### src/rtl/fp_pkg.sv
// IEEE-754 single-precision field constants and the special-case classifier shared by the
// multiplier issue controller.
package fp_pkg;

  localparam int unsigned SIGN_BIT = 31;
  localparam int unsigned EXP_MSB  = 30;
  localparam int unsigned EXP_LSB  = 23;
  localparam int unsigned MAN_W    = 23;

  localparam logic [31:0] QNAN     = 32'h7FC00000;
  localparam logic [7:0]  EXP_ALL1 = 8'hFF;

  typedef enum logic [1:0] {NONE, NAN, INF, ZERO} spec_t;

  typedef struct packed {
    spec_t kind;
    logic  sign;
  } class_t;

  // NaN dominates, then inf, then zero; denormal operands count as zero (flush to zero).
  function automatic class_t classify(input logic [31:0] a, input logic [31:0] b);
    class_t c;
    logic   a_nan, b_nan, a_inf, b_inf, a_zero, b_zero;
    a_nan  = (a[EXP_MSB:EXP_LSB] == EXP_ALL1) && (a[MAN_W-1:0] != '0);
    b_nan  = (b[EXP_MSB:EXP_LSB] == EXP_ALL1) && (b[MAN_W-1:0] != '0);
    a_inf  = (a[EXP_MSB:EXP_LSB] == EXP_ALL1) && (a[MAN_W-1:0] == '0);
    b_inf  = (b[EXP_MSB:EXP_LSB] == EXP_ALL1) && (b[MAN_W-1:0] == '0);
    a_zero = (a[EXP_MSB:EXP_LSB] == '0);
    b_zero = (b[EXP_MSB:EXP_LSB] == '0);
    c.sign = a[SIGN_BIT] ^ b[SIGN_BIT];
    if (a_nan || b_nan || (a_zero && b_inf) || (a_inf && b_zero)) begin
      c.kind = NAN;
    end else if (a_inf || b_inf) begin
      c.kind = INF;
    end else if (a_zero || b_zero) begin
      c.kind = ZERO;
    end else begin
      c.kind = NONE;
    end
    return c;
  endfunction

  // Returns {is_nan, is_inf, is_zero}.
  function automatic logic [2:0] flags_of(input logic [31:0] v);
    logic exp_ones, man_zero;
    exp_ones = (v[EXP_MSB:EXP_LSB] == EXP_ALL1);
    man_zero = (v[MAN_W-1:0] == '0);
    return {exp_ones && !man_zero, exp_ones && man_zero, (v[EXP_MSB:0] == '0)};
  endfunction

endpackage

### src/rtl/fp_result_fifo.sv
// Result FIFO with first-word fall-through; pointers wrap modulo DEPTH so any DEPTH >= 2 works.
module fp_result_fifo #(
  parameter int unsigned W     = 39,
  parameter int unsigned DEPTH = 4
) (
  input  logic         clk,
  input  logic         rst,
  input  logic         push,
  input  logic [W-1:0] push_data,
  input  logic         pop,
  output logic [W-1:0] head,
  output logic         empty
);

  localparam int unsigned PtrW = $clog2(DEPTH);
  localparam int unsigned CntW = $clog2(DEPTH) + 1;

  logic [W-1:0]    mem_q [DEPTH];
  logic [PtrW-1:0] wr_ptr_q, rd_ptr_q;
  logic [CntW-1:0] count_q;
  logic            full, do_push, do_pop;

  function automatic logic [PtrW-1:0] next_ptr(input logic [PtrW-1:0] p);
    return (p == PtrW'(DEPTH - 1)) ? '0 : p + 1'b1;
  endfunction

  assign empty   = (count_q == '0);
  assign full    = (count_q == CntW'(DEPTH));
  assign do_push = push && !full;
  assign do_pop  = pop && !empty;
  assign head    = mem_q[rd_ptr_q];

  always_ff @(posedge clk or posedge rst) begin
    if (rst) begin
      wr_ptr_q <= '0;
      rd_ptr_q <= '0;
      count_q  <= '0;
    end else begin
      if (do_push) wr_ptr_q <= next_ptr(wr_ptr_q);
      if (do_pop)  rd_ptr_q <= next_ptr(rd_ptr_q);
      if (do_push && !do_pop) begin
        count_q <= count_q + 1'b1;
      end else if (do_pop && !do_push) begin
        count_q <= count_q - 1'b1;
      end
    end
  end

  always_ff @(posedge clk) begin
    if (do_push) mem_q[wr_ptr_q] <= push_data;
  end

endmodule

### src/rtl/fp_mult_issue_ctrl.sv
// Issue/retire controller around a fixed-latency, non-stallable fp multiplier: credit-gated
// issue, a valid/tag pipe matched to the multiplier latency, special-case override, result FIFO.
module fp_mult_issue_ctrl
  import fp_pkg::*;
#(
  parameter int unsigned WIDTH      = 32,
  parameter int unsigned MULT_LAT   = 3,
  parameter int unsigned FIFO_DEPTH = 4,
  parameter int unsigned TAG_W      = 4
) (
  input  logic                        clk,
  input  logic                        rst,
  input  logic                        in_valid,
  output logic                        in_ready,
  input  logic [WIDTH-1:0]            in_a,
  input  logic [WIDTH-1:0]            in_b,
  input  logic [TAG_W-1:0]            in_tag,
  output logic [WIDTH-1:0]            mul_a,
  output logic [WIDTH-1:0]            mul_b,
  input  logic [WIDTH-1:0]            mul_out,
  output logic                        out_valid,
  input  logic                        out_ready,
  output logic [WIDTH-1:0]            out_data,
  output logic [TAG_W-1:0]            out_tag,
  output logic [2:0]                  out_flags,
  output logic [$clog2(FIFO_DEPTH):0] occupancy
);

  localparam int unsigned OccW = $clog2(FIFO_DEPTH) + 1;
  localparam int unsigned EntW = WIDTH + TAG_W + 3;

  typedef struct packed {
    logic             valid;
    logic [TAG_W-1:0] tag;
    class_t           cls;
  } pipe_t;

  pipe_t           pipe_q [MULT_LAT];
  logic [OccW-1:0] occ_q;
  logic            accept, pop, push, empty;
  logic [WIDTH-1:0] push_val;
  logic [2:0]      push_flags;
  logic [EntW-1:0] head;

  // occ_q counts in-flight plus queued results, so every issued op already owns a FIFO slot.
  assign in_ready  = !rst && (occ_q < OccW'(FIFO_DEPTH));
  assign accept    = in_valid && in_ready;
  assign out_valid = !empty;
  assign pop       = out_valid && out_ready;
  assign push      = pipe_q[MULT_LAT-1].valid;
  assign occupancy = occ_q;

  always_ff @(posedge clk or posedge rst) begin
    if (rst) begin
      mul_a <= '0;
      mul_b <= '0;
      occ_q <= '0;
      for (int i = 0; i < MULT_LAT; i++) pipe_q[i] <= '0;
    end else begin
      if (accept) begin
        mul_a <= in_a;
        mul_b <= in_b;
      end
      pipe_q[0] <= '0;
      if (accept) pipe_q[0] <= pipe_t'{1'b1, in_tag, classify(in_a, in_b)};
      for (int i = 1; i < MULT_LAT; i++) pipe_q[i] <= pipe_q[i-1];
      if (accept && !pop) begin
        occ_q <= occ_q + 1'b1;
      end else if (pop && !accept) begin
        occ_q <= occ_q - 1'b1;
      end
    end
  end

  always_comb begin
    push_val = mul_out;
    unique case (pipe_q[MULT_LAT-1].cls.kind)
      NAN:     push_val = QNAN;
      INF:     push_val = {pipe_q[MULT_LAT-1].cls.sign, EXP_ALL1, {MAN_W{1'b0}}};
      ZERO:    push_val = {pipe_q[MULT_LAT-1].cls.sign, {(WIDTH-1){1'b0}}};
      default: push_val = mul_out;
    endcase
    push_flags = flags_of(push_val);
  end

  fp_result_fifo #(
    .W     (EntW),
    .DEPTH (FIFO_DEPTH)
  ) u_fifo (
    .clk       (clk),
    .rst       (rst),
    .push      (push),
    .push_data ({push_val, pipe_q[MULT_LAT-1].tag, push_flags}),
    .pop       (pop),
    .head      (head),
    .empty     (empty)
  );

  assign {out_data, out_tag, out_flags} = head;

endmodule

### config.mk
export PLATFORM = sky130hd
export DESIGN_NAME = fp_mult_issue_ctrl
export DESIGN_NICKNAME = d
export VERILOG_FILES = /design/src/rtl/fp_pkg.sv /design/src/rtl/fp_result_fifo.sv /design/src/rtl/fp_mult_issue_ctrl.sv
export SDC_FILE = /design/constraint.sdc
export NUM_CORES = 1
export LEC_CHECK = 0
export CORE_MARGIN = 10
export CORE_UTILIZATION = 30
export CTS_CLUSTER_SIZE = 10
export DETAILED_ROUTE_END_ITERATION = 16
export GPL_TIMING_DRIVEN = 0
export REMOVE_ABC_BUFFERS = 1
export SYNTH_ARGS = -nofsm -noshare
export SYNTH_HDL_FRONTEND = slang
export SYNTH_SLANG_ARGS = --single-unit
### constraint.sdc
create_clock -name clk -period 5.25 [get_ports clk]
set_clock_uncertainty 0.2 [all_clocks]
set_input_delay 0.525 -clock clk [delete_from_list [all_inputs] [get_ports clk]]
set_output_delay 0.525 -clock clk [all_outputs]
set_load 0.005 [all_outputs]
==> impl_results.md <==
- Outcome: finished, final reports clean
- Synth warn: 0
- FF-to-FF Start: occupancy[2]
- Area Overhead vs Synth: 36.6%
- Total gr overflow: 0
- Hold_buf cts: 0
- Port Buf Inserts: 211
- Die area: 40600 µm²
- Clock-pin slew on the worst setup and hold paths: 60 ps
- WL final: 26000 µm
- Fillers: 3050
- WP buf/inv: 3
- Tmin final: 3880 ps
- CTS sink count: 254
- I/O pins: 212
- Worst IR Drop VDD: 0.000403 V
- Share of cells above drive strength 1: 0.109
- Hold crit path type: flip-flop to flip-flop
- Routed len/inst: 19.2 µm
- Final RePlAce weighted congestion: 0.834
- Iteration-0 DRC Markers: 316
- TritonRoute pass-1 iters: 4
- Largest net degree at the start of global routing: 68
- DP HPWL: 18000 µm
- Peak Freq: 258 MHz
- Post CTS Setup Buffer Count: 0
- Pre-CTS WS: 831 ps
- H-Tree Depth: 1
- Crit Path Max Fanout: 67
- Max_slew headroom: 0.233
- Synthesized flop and latch total: 254
- Leakage: 5.19 nW
- Vias: 6159
- Synth Area per Inst: 14.8 µm²
- Worst skew pair latency: 540 ps
- CTS Buf Count: 30
- Largest delay share family, worst path: buffers and inverters
- Post-cts gate resize count: 0
- Worst-Margin Slew: 1150 ps
- Crit path cell chain: clkdlybuf4s50_1, nor2_1, nand2_2, inv_2, ha_1, inv_1, fa_1, xor2_1, nor2_1, xor2_1
- CP Launch Type: primary input
- Worst setup margin: 1370 ps
- Number of global-route vias before repair: 6863
- Post-Place Cell Area: 12600 µm²
- Post-synth cell types: 37
- Mapped Cells: 667
- DIE HEIGHT: 202 µm
- Synthesized cell area: 9890 µm²
- Final Max Tran Viols: 0
- Setup Viol. Count Final: 0
- Core area: 32500 µm²
- Root Driver: clkbuf_16
- Cell Rows: 66
- Crit path from: rst
- Arrival time at the worst endpoint: 4140 ps
- Asr flop ratio synth: 0.386
- Die X: 202 µm
- Initial Utilization: 0.304
- Hold path start: pipe_q[14]
- Worst hold slack: 146 ps
- Initial antenna violation count: 1
- Post-synth EDFFs: 156
- Worst path required time: 5510 ps
- First-pass GRT wire length: 40500 µm
- RSZ-0062 raised after global routing: no
- Sequential area share after synthesis: 0.722
- Primary FF master, synth: edfxtp_1
- Post-route insts no fill: 1353
- Drt drc: 0
- CP Class: primary input to flip-flop
- Total Routing Usage GR: 0.126
- Vias per cell: 4.55
- Worst path max stage delay: 960 ps
- Placed cell count: 1300
- Final Hold Fails: 0
- Max_cap viols: 0
- Post-DRT Antenna Nets: 0
- CTS Buffer Depth: 3
- Post-layout util: 0.415
- Final #Nets: 1007
- Inserted Diodes: 0
- Power per cell area: 507 nW/µm²
- Slowest CP cell: inv_2
- CP Capture Type: flip-flop
- Cell area after layout: 13500 µm²
- CTS tree: done
- Fin crit share: 0.738
cells in the mapped netlist (2+ instances only):
cell      count  area, µm²
o31ai_1       2       15.0
buf_2        12       60.1
and2_1       25        156
nand2_1     218        818
inv_2         2       7.51
mux4_2       39        878
xnor2_1       3       26.3
or4_1         4       30.0
clkbuf_1     11       41.3
and3_1        4       25.0
nand4_1       7       43.8
buf_1         4       15.0
dfrtp_1      98       2450
nor4_1       11       68.8
nor2_1       17       63.8
ha_1         11        138
mux2_2        4       45.0
inv_1         7       26.3
o41ai_1       6       52.6
nor3_1        3       15.0
fa_1          2       40.0
o21ai_0       4       20.0
xor2_1        4       35.0
edfxtp_1    156       4680
final timing paths:
check | to | slack, ps | depth (start not counted)
max in group asynchronous | pipe_q[1] | 3870 | 3
worst min-delay path | pipe_q[6] | 150 | 0
worst max register to register | occupancy[2] | 1410 | 9
min in group asynchronous | mul_a[0] | 310 | 2
worst min register to register | pipe_q[6] | 150 | 0
worst max-delay path | occupancy[2] | 1370 | 10
per-layer routing:
layer	wire length, µm	global-route usage
met5	9	0
met3	3000	0.0636
met2	11300	0.195
met1	10900	0.150
met4	782	0.0395
cell type report:
cell class	instances	area, µm²	share of cell area
sequential	254	7140	0.529
multi-input combinational	376	2600	0.193
timing repair buffer	219	2290	0.169
clock buffer	50	847	0.0627
tap	442	553	0.0409
clock inverter	3	40.0	0.00296
inverter	9	36.3	0.00269
state kept, by name (all words and copies together) (netlist names):
signal           count
mul_b               32
push                 1
mul_a               32
pipe_q              23
u_fifo.mem_q       156
u_fifo.rd_ptr_q      2
u_fifo.count_q       3
u_fifo.wr_ptr_q      2
occupancy            3
power breakdown:
part,leakage [nW],internal (mW),switching (mW)
clock network,0.426,1.13,0.774
registers,2.66,2.54,0.235
logic,2.10,1.28,0.885
stage by stage:
stage          setup TNS (ps)  power [mW]
2_1_floorplan               0        3.63
3_3_place_gp            -1920        4.99
3_5_place_dp                0        5.02
4_1_cts                     0        6.97
5_1_grt                     0        7.27
6_report                    0        6.85
cells in the final DEF, fill, tap and decap left out, drive strengths merged, types with 11 or more instances in the layout:
cell type,instances
clkdlybuf4s50,211
nand2,218
nor2,17
nor4,12
ha,11
clkbuf,50
dfrtp,98
edfxtp,156
and2,26
mux4,39
logic make-up after synthesis:
group,after synthesis,synth area share
buf+inv,37,0.0163
compound gates,19,0.0163
fa+ha+maj,13,0.0180
flops,254,0.722
xor+xnor,7,0.00620
simple gates,294,0.128
mux,43,0.0934
No activity file was read; power rests on OpenSTA's default activity.
